$ cat config.mk
export PLATFORM = sky130hd
export DESIGN_NAME = rv_div_flat
export DESIGN_NICKNAME = d
export VERILOG_FILES = /design/src/rtl/rv_div_if.sv /design/src/rtl/rv_div.sv /design/src/flat_wrapper.sv
export SDC_FILE = /design/constraint.sdc
export NUM_CORES = 1
export LEC_CHECK = 0
export ABC_AREA = 1
export CAP_MARGIN = 20
export CORE_ASPECT_RATIO = 1.75
export CORE_UTILIZATION = 40
export DETAILED_ROUTE_END_ITERATION = 8
export PLACE_DENSITY = 0.7
export SLEW_MARGIN = 20
export SYNTH_ARGS = -nofsm -noshare
export SYNTH_HDL_FRONTEND = slang
export SYNTH_SLANG_ARGS = --single-unit
$ cat constraint.sdc
create_clock -name i_clk -period 6.5 [get_ports i_clk]
set_clock_uncertainty 0.1 [all_clocks]
set_input_delay 1.3 -clock i_clk [delete_from_list [all_inputs] [get_ports i_clk]]
set_output_delay 1.3 -clock i_clk [all_outputs]
set_load 0.01 [all_outputs]
$ cat src/rtl/rv_div_if.sv
// Request/result bundle for the iterative RV32M divider.
// Handshake: a request transfers on a rising edge where i_valid & o_ready & ~i_kill are all high; o_ready is high only while idle.
interface rv_div_if;
   logic        i_valid;
   logic        o_ready;
   logic [1:0]  i_op;
   logic [31:0] i_rs1_rdata;
   logic [31:0] i_rs2_rdata;
   logic [4:0]  i_rd_waddr;
   logic        i_kill;
   logic        o_busy;
   logic        o_rd_wen;
   logic [4:0]  o_rd_waddr;
   logic [31:0] o_rd_wdata;
   logic [1:0]  o_dbg_state;

   modport master (
      output i_valid, i_op, i_rs1_rdata, i_rs2_rdata, i_rd_waddr, i_kill,
      input  o_ready, o_busy, o_rd_wen, o_rd_waddr, o_rd_wdata, o_dbg_state
   );

   modport slave (
      input  i_valid, i_op, i_rs1_rdata, i_rs2_rdata, i_rd_waddr, i_kill,
      output o_ready, o_busy, o_rd_wen, o_rd_waddr, o_rd_wdata, o_dbg_state
   );
endinterface

$ cat src/rtl/rv_div.sv
// Iterative RV32M DIV/DIVU/REM/REMU unit: 32-step restoring division on operand
// magnitudes, sign fixup on the last step, result on a register-file write port.
module rv_div #(
   parameter bit FAST_SPECIAL = 1'b1
) (
   input  logic     i_clk,
   input  logic     i_rst_n,
   rv_div_if.slave  bus
);

   typedef enum logic [1:0] {
      S_IDLE = 2'd0,
      S_CALC = 2'd1,
      S_DONE = 2'd2
   } state_t;

   state_t      state;
   logic [5:0]  cnt;
   logic        rem_sel_q;
   logic        neg_quot_q;
   logic        neg_rem_q;
   logic [31:0] quot_q;
   logic [31:0] rem_q;
   logic [31:0] dvs_q;
   logic [4:0]  waddr_q;
   logic [4:0]  out_waddr_q;
   logic [31:0] out_wdata_q;

   // Request decode (only meaningful in IDLE)
   logic        is_signed;
   logic        a_neg;
   logic        b_neg;
   logic [31:0] a_mag;
   logic [31:0] b_mag;
   logic        div_zero;
   logic        ovf;
   logic        special;
   logic [31:0] fast_res;
   logic        accept;

   always_comb begin
      is_signed = ~bus.i_op[0];
      a_neg     = is_signed & bus.i_rs1_rdata[31];
      b_neg     = is_signed & bus.i_rs2_rdata[31];
      a_mag     = a_neg ? (~bus.i_rs1_rdata + 32'd1) : bus.i_rs1_rdata;
      b_mag     = b_neg ? (~bus.i_rs2_rdata + 32'd1) : bus.i_rs2_rdata;
      div_zero  = (bus.i_rs2_rdata == 32'd0);
      ovf       = is_signed & (bus.i_rs1_rdata == 32'h8000_0000) &
                  (bus.i_rs2_rdata == 32'hFFFF_FFFF);
      special   = div_zero | ovf;
      if (bus.i_op[1])
         fast_res = div_zero ? bus.i_rs1_rdata : 32'd0;
      else
         fast_res = div_zero ? 32'hFFFF_FFFF : 32'h8000_0000;
      accept    = (state == S_IDLE) & bus.i_valid & ~bus.i_kill;
   end

   // One restoring step plus the signed result it would produce if it were the last
   logic [32:0] rem_sh;
   logic [32:0] diff;
   logic        ge;
   logic [31:0] rem_nx;
   logic [31:0] quot_nx;
   logic [31:0] quot_fix;
   logic [31:0] rem_fix;
   logic [31:0] final_res;

   always_comb begin
      rem_sh    = {rem_q, quot_q[31]};
      diff      = rem_sh - {1'b0, dvs_q};
      ge        = ~diff[32];
      rem_nx    = ge ? diff[31:0] : rem_sh[31:0];
      quot_nx   = {quot_q[30:0], ge};
      quot_fix  = neg_quot_q ? (~quot_nx + 32'd1) : quot_nx;
      rem_fix   = neg_rem_q  ? (~rem_nx + 32'd1)  : rem_nx;
      final_res = rem_sel_q ? rem_fix : quot_fix;
   end

   always_ff @(posedge i_clk) begin
      if (!i_rst_n) begin
         state       <= S_IDLE;
         cnt         <= 6'd0;
         rem_sel_q   <= 1'b0;
         neg_quot_q  <= 1'b0;
         neg_rem_q   <= 1'b0;
         quot_q      <= 32'd0;
         rem_q       <= 32'd0;
         dvs_q       <= 32'd0;
         waddr_q     <= 5'd0;
         out_waddr_q <= 5'd0;
         out_wdata_q <= 32'd0;
      end else begin
         case (state)
            S_IDLE: begin
               if (accept) begin
                  rem_sel_q <= bus.i_op[1];
                  waddr_q   <= bus.i_rd_waddr;
                  if (FAST_SPECIAL && special) begin
                     state       <= S_DONE;
                     out_wdata_q <= fast_res;
                     out_waddr_q <= bus.i_rd_waddr;
                  end else begin
                     state      <= S_CALC;
                     cnt        <= 6'd0;
                     quot_q     <= a_mag;
                     rem_q      <= 32'd0;
                     dvs_q      <= b_mag;
                     // Divide-by-zero keeps the all-ones quotient unnegated
                     neg_quot_q <= (a_neg ^ b_neg) & ~div_zero;
                     neg_rem_q  <= a_neg;
                  end
               end
            end
            S_CALC: begin
               if (bus.i_kill) begin
                  state <= S_IDLE;
               end else begin
                  quot_q <= quot_nx;
                  rem_q  <= rem_nx;
                  cnt    <= cnt + 6'd1;
                  if (cnt == 6'd31) begin
                     state       <= S_DONE;
                     out_wdata_q <= final_res;
                     out_waddr_q <= waddr_q;
                  end
               end
            end
            S_DONE:  state <= S_IDLE;
            default: state <= S_IDLE;
         endcase
      end
   end

   // Kill reaches the write enable combinationally so a flush in DONE drops the write
   always_comb begin
      bus.o_ready     = (state == S_IDLE);
      bus.o_busy      = (state != S_IDLE);
      bus.o_rd_wen    = (state == S_DONE) & ~bus.i_kill & (out_waddr_q != 5'd0);
      bus.o_rd_waddr  = out_waddr_q;
      bus.o_rd_wdata  = out_wdata_q;
      bus.o_dbg_state = state;
   end

endmodule
$ cat src/flat_wrapper.sv
// flat-port wrapper written by rule: the top's interface ports become plain ports
module rv_div_flat 
#(
   parameter bit FAST_SPECIAL = 1'b1
)
  (i_clk, i_rst_n, bus_i_valid, bus_i_op, bus_i_rs1_rdata, bus_i_rs2_rdata, bus_i_rd_waddr, bus_i_kill, bus_o_ready, bus_o_busy, bus_o_rd_wen, bus_o_rd_waddr, bus_o_rd_wdata, bus_o_dbg_state);
  rv_div_if bus_i ();
  input  logic i_clk;
  input  logic i_rst_n;
  input wire logic [$bits(bus_i.i_valid)-1:0] bus_i_valid;
  input wire logic [$bits(bus_i.i_op)-1:0] bus_i_op;
  input wire logic [$bits(bus_i.i_rs1_rdata)-1:0] bus_i_rs1_rdata;
  input wire logic [$bits(bus_i.i_rs2_rdata)-1:0] bus_i_rs2_rdata;
  input wire logic [$bits(bus_i.i_rd_waddr)-1:0] bus_i_rd_waddr;
  input wire logic [$bits(bus_i.i_kill)-1:0] bus_i_kill;
  output wire logic [$bits(bus_i.o_ready)-1:0] bus_o_ready;
  output wire logic [$bits(bus_i.o_busy)-1:0] bus_o_busy;
  output wire logic [$bits(bus_i.o_rd_wen)-1:0] bus_o_rd_wen;
  output wire logic [$bits(bus_i.o_rd_waddr)-1:0] bus_o_rd_waddr;
  output wire logic [$bits(bus_i.o_rd_wdata)-1:0] bus_o_rd_wdata;
  output wire logic [$bits(bus_i.o_dbg_state)-1:0] bus_o_dbg_state;
  assign bus_i.i_valid = bus_i_valid;
  assign bus_i.i_op = bus_i_op;
  assign bus_i.i_rs1_rdata = bus_i_rs1_rdata;
  assign bus_i.i_rs2_rdata = bus_i_rs2_rdata;
  assign bus_i.i_rd_waddr = bus_i_rd_waddr;
  assign bus_i.i_kill = bus_i_kill;
  assign bus_o_ready = bus_i.o_ready;
  assign bus_o_busy = bus_i.o_busy;
  assign bus_o_rd_wen = bus_i.o_rd_wen;
  assign bus_o_rd_waddr = bus_i.o_rd_waddr;
  assign bus_o_rd_wdata = bus_i.o_rd_wdata;
  assign bus_o_dbg_state = bus_i.o_dbg_state;
  rv_div #(.FAST_SPECIAL(FAST_SPECIAL)) u_core (.i_clk(i_clk), .i_rst_n(i_rst_n), .bus(bus_i));
endmodule
# ---- After elaboration in Yosys (flattened, before gate mapping)
# Cells that the tools add are included.
dict set report classes {
  addsub 6
  n_eq_ne 11
  mux 36
  bitwise 20
  reduce_logical 10
}
# operator n
set ops {}
lappend ops {{$mux 32} 18}
lappend ops {{$pmux 32 s2} 3}
lappend ops {{$add 32x1->32 const B} 4}
lappend ops {{$not 32->32} 4}
lappend ops {{$eq 32x32->1 const B} 2}
lappend ops {{$sub 33x32->33} 1}
lappend ops {{$logic_not 32->1} 1}
lappend ops {{$mux 31} 1}
lappend ops {{$mux 5} 4}
lappend ops {{$mux 6} 3}
lappend ops {{$pmux 6 s2} 1}
lappend ops {{$pmux 5 s2} 1}
lappend ops {{$and 1x1->1} 9}
lappend ops {{$mux 2} 4}
lappend ops {{$add 6x1->6 const B} 1}
lappend ops {{$eq 6x5->1 const B} 1}
lappend ops {{$ne 2x1->1 const B} 3}
lappend ops {{$not 1->1} 5}
lappend ops {{$reduce_and 5->1} 1}
lappend ops {{$reduce_bool 5->1} 1}
lappend ops {{$ne 2x2->1 const B} 2}
lappend ops {{$pmux 2 s2} 1}
lappend ops {{$reduce_and 2->1} 2}
lappend ops {{$reduce_and 4->1} 1}
lappend ops {{8 further kinds} 9}
dict set report totals {
  ff_bits 149
  out_inout_bits 42
}

# ---- Logic depth before layout (Yosys ltp)
# Gate-level depths: netlist (run 1).
dict set report logic_depth {
  word_depth 9
  depth_mapped 32
  ltp_nobuf 31
}

# ---- Least setup slack after synthesis (run 1)
# Ideal clock, no wire load.
dict set report synth_path {
  kind {reg-to-reg}
  startpoint {register u_core.quot_q[31]}
  endpoint {register u_core.out_wdata_q[22], in the netlist u_core.bus.o_rd_wdata[22]}
  t_arrival_ps 3853
  required_time_ps 6283
  slack_ps 2430
  path_stages_with_launch 31
  path_cell_list {dfxtp_1 -> inv_1 -> ha_1 -> fa_1 -> inv_1 -> nand2_1 -> nand2_1 -> nand3_1 -> nand2_2 -> nand2_2 -> nand2_4 -> nand2_4 -> nand2_4 -> nand2_4 -> nand2_8 -> buf_6 -> ha_1 -> inv_1 -> nor3_1 -> nand3_1 -> nor2_1 -> nand3_1 -> nor4_1 -> nand3_1 -> nor3_1 -> or2_2 -> o21ai_0 -> a21oi_1 -> nor2_1 -> a21oi_1 -> nor2_1}
}
dict set report synth_via {
  elab_chain_len 9
}
# element line
set synth_lines {}
lappend synth_lines {{from (decl)} rv_div.sv:22} ;# logic [31:0] quot_q;
lappend synth_lines {{from (signal assigned)} rv_div.sv:105} ;# quot_q <= a_mag;
lappend synth_lines {{from (signal assigned)} rv_div.sv:118} ;# quot_q <= quot_nx;
lappend synth_lines {{$sub 33x32->33} rv_div.sv:70} ;# diff = rem_sh - {1'b0, dvs_q};
lappend synth_lines {{$mux 32 or $not 1->1 (tied branches)} {rv_div.sv:72, rv_div.sv:71}}
lappend synth_lines {{$not 32->32, on equally long branches} {rv_div.sv:75, rv_div.sv:74}}
lappend synth_lines {{$add 32x1->32, on equally long branches} {rv_div.sv:75, rv_div.sv:74}}
lappend synth_lines {{$mux 32, on equally long branches} {rv_div.sv:75, rv_div.sv:74}}
lappend synth_lines {{$mux 32 (*)} rv_div.sv:76} ;# final_res = rem_sel_q ? rem_fix : quot_fix;
lappend synth_lines {{$mux 32 (*)} rv_div.sv:121} ;# if (cnt == 6'd31) begin
lappend synth_lines {{$mux 32 (*)} rv_div.sv:115} ;# if (bus.i_kill) begin
lappend synth_lines {{$pmux 32 s2 (*)} rv_div.sv:93} ;# case (state)
lappend synth_lines {{to (signal assigned)} rv_div.sv:100} ;# out_wdata_q <= fast_res;
lappend synth_lines {{to (signal assigned)} rv_div.sv:123} ;# out_wdata_q <= final_res;
lappend synth_lines {{to (decl)} rv_div.sv:27} ;# logic [31:0] out_wdata_q;
# Every way passes the cells marked *; elsewhere a longest branch is shown, timed or not. The select of a mux whose other input is x is not followed.
# A chain may end at the register's enable or synchronous reset.

# ---- Worst setup path in the final report (run 1)
dict set report layout_path {
  startpoint {input port bus_i_rs1_rdata[1]}
  endpoint {register u_core.out_wdata_q[22], in the netlist u_core.bus.o_rd_wdata[22]}
}
dict set report layout_via {
  elab_chain_len 6
}
# element line
set layout_lines {}
lappend layout_lines {{from (decl)} flat_wrapper.sv:12} ;# input wire logic [$bits(bus_i.i_rs1_rdata)-1:0] bus_i_rs1_rdata;
lappend layout_lines {{$eq 32x32->1} rv_div.sv:48} ;# ovf = is_signed & (bus.i_rs1_rdata == 32'h8000_0000) &
lappend layout_lines {{$and 1x1->1 (2 in a row)} rv_div.sv:48}
lappend layout_lines {{$or 1x1->1} rv_div.sv:50} ;# special = div_zero | ovf;
lappend layout_lines {{$ne 2x1->1 (no source line)} n/a}
lappend layout_lines {{$reduce_and 5->1 (no source line)} n/a}
# No other way between the ends.

==> results of run 1 <==
-- cell type report --
class,count,area [sq um]
clock buffer,17,425
clock inverter,15,204
fill,3462,17600
inverter,296,1110
multi-input combinational,1715,8830
sequential,149,2980
tap,405,507
timing repair buffer,131,1270
-- layer usage --
layer	routed length [um]	global-route usage	share of wire	vias to the layer above
li1	-	-	-	7432
met1	16700	0.279	0.35	6634
met2	24400	0.516	0.52	443
met3	1650	0.0265	0.035	155
met4	4630	0.266	0.098	0
met5	0	0	0	-
-- layout by cell type, fill, tap and decap left out, types with 5 or more instances in the layout --
master           count
a211oi_1            18
a21oi_1            202
a21oi_2             10
a31oi_1             21
and2_1               5
buf_4               15
clkbuf_16           17
clkdlybuf4s50_1    115
clkinv_8             5
dfxtp_1            149
ha_1                38
inv_1              274
inv_2               18
nand2_1            602
nand2_2             35
nand2_4             15
nand3_1            131
nand3_2              5
nand3_4              5
nand3b_1            11
nand4_1             27
nor2_1             200
nor2_2              20
nor2_4               8
nor3_1              43
nor4_1               7
o211ai_1             7
o21ai_0            168
o21ai_1             15
o21ai_2             10
o21bai_1            16
o22ai_1              6
xnor2_1             18
xor2_1              41
-- cells by family (layout without fill, tap and decap cells) --
| group | count (synthesis) | in the layout | synth area share |
|---|---|---|---|
| compound gates | 491 | 491 | 0.205 |
| xor+xnor | 59 | 59 | 0.0387 |
| fa+ha+maj | 39 | 39 | 0.0371 |
| buf+inv | 389 | 459 | 0.117 |
| flops | 149 | 149 | 0.223 |
| simple gates | 1126 | 1126 | 0.378 |
-- report_power, final --
part,internal [W],switching [W],leakage (nW)
Combinational,0.000327,0.000676,5.46
Sequential,0.000960,0.0000388,1.21
Clock,0.000560,0.000495,0.302
-- path summary, 6_finish.rpt --
kind,start,to,slack [ns],depth (start not counted)
setup / recovery,bus_i_rs1_rdata[1],u_core.bus.o_rd_wdata[22],1.16,18
hold / removal,u_core.dvs_q[31],u_core.dvs_q[31],0.37,2
setup reg to reg,u_core.quot_q[31],u_core.bus.o_rd_wdata[24],1.48,31
hold reg to reg,u_core.dvs_q[31],u_core.dvs_q[31],0.37,2
-- through the flow --
stage / utilization / std cells
2_1_floorplan: - / 2253
3_3_place_gp: 0.447 / 2696
3_5_place_dp: 0.447 / 2696
4_1_cts: 0.466 / 2728
5_1_grt: 0.466 / 2728
6_report: 0.466 / 2728
-- tightest hold or removal path, delay by kind of cell, from the launching register on --
kind             cells  cell delay (ns)
AND/OR/NAND/NOR      1             0.06
flip-flops           1             0.31
AO/OA/AOI/OAI        1             0.05
-- synth_stat cells (all sizes together), types with 16 or more instances --
cell / count / area (sq um)
nor3: 44 / 225
buf: 24 / 189
nand4: 28 / 181
xor2: 41 / 359
nand3: 141 / 788
clkbuf: 69 / 259
dfxtp: 149 / 2980
a211oi: 18 / 135
a31oi: 21 / 131
ha: 38 / 475
o21bai: 16 / 120
nor2: 229 / 963
nand2: 654 / 2690
o21ai: 194 / 1020
a21oi: 213 / 1110
inv: 292 / 1100
xnor2: 18 / 158
-- registers in the layout (all words and copies together) (netlist names) --
register and count:
u_core.bus.o_dbg_state 2, u_core.bus.o_rd_waddr 5, u_core.bus.o_rd_wdata 32, u_core.cnt 6, u_core.dvs_q 32, u_core.neg_quot_q 1, u_core.neg_rem_q 1, u_core.quot_q 32
u_core.rem_q 32, u_core.rem_sel_q 1, u_core.waddr_q 5
==> reports/qor.csv, run 1 <==
metric,value,unit
netlist_instances,2253,
post-dp-hpwl,37700,um
powerDensity,199,nW/um^2
ir_drop,197,uV
cts.sinks,149,
grt_first_pass_wirelength,74400,um
yosys.cell_types.count,57,
drive_gt1_frac,0.0801,
end_kind,flop,
area_delta_synth_final,14.9,%
port_buffers,116,
postSynthAreaPerCell,5.93,sq um
worst_pin_slew,1.05,ns
maxSlewViolCount,0,
place_congestion,1.00,
cts_resized,0,
crit_chain,clkdlybuf4s50_1 > inv_1 > ha_1 > inv_1 > nor3_1 > nand3_1 > nor3_2 > nand4_1 > nor4_1 > nand4_1 > nand3_1 > nand3_1 > buf_4 > inv_1 > buf_4 > o21ai_0 > a21oi_1 > nor2_1,
num_rows,88,
cap_violations,0,
synth_area,13300,sq um
cp.required,6.75,ns
slew_headroom,0.293,
critPathTopFamily,simple AND/OR/NAND/NOR gates,
postCtsHoldBufs,0,
fin_nets,2424,
crit_path_max_incr_delay,0.81,ns
grt_overflow,0,
ys.flop_type,dfxtp_1,
ant_nets,0,
vias,14700,
drc_errors,0,
ys_ff_latch,149,
ios,117,
setup_viol,0,
clk_latency,0.46,ns
pre_cts_ws,0.640,ns
htree_levels,4,
cts_tree,built,
setup_ws,1.16,ns
die_h,244,um
core_area,32900,sq um
post_cts_buffers,0,
syn_nets,2367,
grt_pass1_vias,14200,
rsz0062_at_grt,no,
synth_edf_count,0,
clockBufferDepth,2,
status,"finished, final reports clean",
drt-total-wl,47400,um
clock-root-buffer,clkbuf_16,
antenna_found_initial,0,
period_share,0.821,
die-area,34100,sq um
path_class,input port to flop,
drt_iter0_markers,872,
p_leak,6.98,nW
fmax,187,MHz
track_usage,0.283,
fin_tns_setup,0,ns
finalHoldViolCount,0,
cts_made_buffers,17,
crit_path_max_fanout,40,
viasPerCell,5.38,
die_w,140,um
startpoint_type,input port,
path_buf_inv,6,
clk_pin_slew_worst_paths,0.08,ns
antenna_cells,0,
dr.pass1.iters,5,
critical_path_arrival,5.59,ns
place_area,14700,sq um
detail_route.wl_per_cell,17.4,um
min_path_type,flop to flop,
async_flop_share,0,
ys_seq_area_frac,0.223,
cp_slowest_cell,nor4_1,
grt_max_degree,86,
total_power,0.00306,W
design_area,15300,sq um
period_minus_slack,5.34,ns
timing.hold.ws,0.370,ns
start_util,0.405,
yosys_warnings,0,
Power figures use the tool's default switching activity.
==> run 2, diff against run 1 <==
--- a/config.mk
+++ b/config.mk
@@ -10,7 +10,7 @@
 export CORE_ASPECT_RATIO = 1.75
 export CORE_UTILIZATION = 40
 export DETAILED_ROUTE_END_ITERATION = 8
-export PLACE_DENSITY = 0.7
+export PLACE_DENSITY = 0.72
 export SLEW_MARGIN = 20
 export SYNTH_ARGS = -nofsm -noshare
 export SYNTH_HDL_FRONTEND = slang
==> constraint.sdc (replaced) <==
create_clock -name i_clk -period 4.6 [get_ports i_clk]
set_clock_uncertainty 0.1 [all_clocks]
set_input_delay 0.92 -clock i_clk [delete_from_list [all_inputs] [get_ports i_clk]]
set_output_delay 0.92 -clock i_clk [all_outputs]
set_load 0.01 [all_outputs]
==> reports/qor.csv, run 2 (same netlist as run 1, synthesis figures left out) <==
metric,value,unit,change
start_util,0.405,,unchanged
grt_pass1_vias,14400,,+1.3%
cap_violations,0,,unchanged
period_minus_slack,4.49,ns,
clk_latency,0.45,ns,about the same
antenna_found_initial,1,,+1
fin_tns_setup,0,ns,unchanged
timing.hold.ws,0.363,ns,-0.00661 ns
die-area,34100,sq um,unchanged
cts_made_buffers,17,,unchanged
dr.pass1.iters,5,,unchanged
path_class,input port to flop,,
finalHoldViolCount,0,,unchanged
htree_levels,4,,unchanged
die_w,140,um,unchanged
die_h,244,um,unchanged
rsz0062_at_grt,no,,
status,"finished, final reports clean",,
maxSlewViolCount,0,,unchanged
clockBufferDepth,2,,unchanged
ios,117,,unchanged
post_cts_buffers,0,,unchanged
fmax,223,MHz,
design_area,15800,sq um,+2.8%
grt_max_degree,85,,-1.2%
cts.sinks,149,,unchanged
total_power,0.00439,W,+44%
vias,15000,,+2.6%
slew_headroom,0.301,,+0.00727
viasPerCell,5.42,,+0.81%
whs_path_depth,2,,unchanged
port_buffers,116,,unchanged
startpoint_type,input port,,
min_path_type,flop to flop,,
crit_path_max_incr_delay,0.51,ns,-0.30 ns
crit_path_max_fanout,53,,+33%
place_area,15100,sq um,+2.8%
postCtsHoldBufs,0,,unchanged
grt_first_pass_wirelength,76700,um,+3.1%
track_usage,0.293,,+0.00978
r2r_cells,27,,-13%
powerDensity,278,nW/um^2,+40%
setup_ws,0.106,ns,-1.06 ns
final_common_cell,nand2_1,,
area_delta_synth_final,18.1,%,
place_congestion,0.940,,-6.5%
post-dp-hpwl,40200,um,+6.7%
drt-total-wl,49700,um,+4.8%
p_leak,7.21,nW,+3.4%
core_area,32900,sq um,unchanged
cp.required,4.72,ns,-2.03 ns
clock-root-buffer,clkbuf_16,,
clk_pin_slew_worst_paths,0.07,ns,about the same
ir_drop,291,uV,+48%
cp_slowest_cell,clkdlybuf4s50_1,,
layout_common_cells,"602 x nand2_1, 274 x inv_1, 202 x a21oi_1",,
drive_gt1_frac,0.100,,+0.0204
detail_route.wl_per_cell,17.9,um,+3.0%
fin_nets,2471,,+1.9%
crit_chain,clkdlybuf4s50_1 > inv_1 > ha_1 > inv_1 > nor3_1 > nand3_1 > nor3_2 > nand4_1 > nor4_1 > buf_4 > nand4_1 > nand3_1 > buf_4 > nor2_4 > buf_12 > o21ai_1 > a21oi_1,,
antenna_cells,0,,unchanged
cts_tree,built,,
period_share,0.977,,
grt_overflow,0,,unchanged
drt_iter0_markers,841,,-3.6%
ant_nets,0,,unchanged
num_rows,88,,unchanged
end_kind,flop,,
setup_viol,0,,unchanged
pre_cts_ws,-0.474,ns,-1.11 ns
drc_errors,0,,unchanged
critical_path_arrival,4.61,ns,-0.98 ns
worst_pin_slew,1.04,ns,-0.0122 ns
==> run 2: changes by cell type in the layout (fill, tap and decap cells not counted), sizes merged <==
cell	delta
clkinvlp	+1
buf	+47
clkinv	-1
==> run 2: per-stage QoR <==
stage,std cells,utilization
2_1_floorplan,2253,-
3_3_place_gp,2743,0.459
3_5_place_dp,2743,0.459
4_1_cts,2775,0.478
5_1_grt,2775,0.479
6_report,2775,0.479
==> run 2: worst paths after layout <==
kind,end,start,slack (ns)
worst min register to register,u_core.bus.o_rd_wdata[21],u_core.bus.o_rd_wdata[21],0.36
worst max-delay path,u_core.dvs_q[29],bus_i_rs1_rdata[1],0.11
worst min-delay path,u_core.bus.o_rd_wdata[21],u_core.bus.o_rd_wdata[21],0.36
worst max register to register,u_core.bus.o_rd_wdata[28],u_core.rem_q[4],0.41
==> run 2: layer usage <==
metal / share of wire / track usage
met4: 0.092 / 0.252
met2: 0.52 / 0.555
met3: 0.036 / 0.0348
met1: 0.35 / 0.276
met5: 0.00026 / 0
==> run 2: cell type report <==
class | count | area, sq um
fillers | 3439 | 17200
well taps | 405 | 507
repair buffers | 178 | 1690
flip-flops and latches | 149 | 2980
multi-input cells | 1715 | 8860
clock buffers | 17 | 425
clock inverters | 15 | 188
inverters | 296 | 1110
==> run 2: timing repair <==
action	CTS	global route
cloned	0	0
endpoints found under the setup margin	1	7
pin swaps	0	1
resized for setup	1	7
==> run 2: worst max-delay path: cells and delay by family <==
family	cells	cell delay [ns]
AO/OA/AOI/OAI	2	0.82
adder cells (fa/ha/maj)	1	0.16
buffers and inverters	6	1.24
AND/OR/NAND/NOR	8	1.44
==> run 2: report_power, final <==
group	internal, W	switching [W]
clock network	0.000781	0.000672
logic	0.000510	0.00101
registers	0.00136	0.0000572
total	0.00265	0.00174
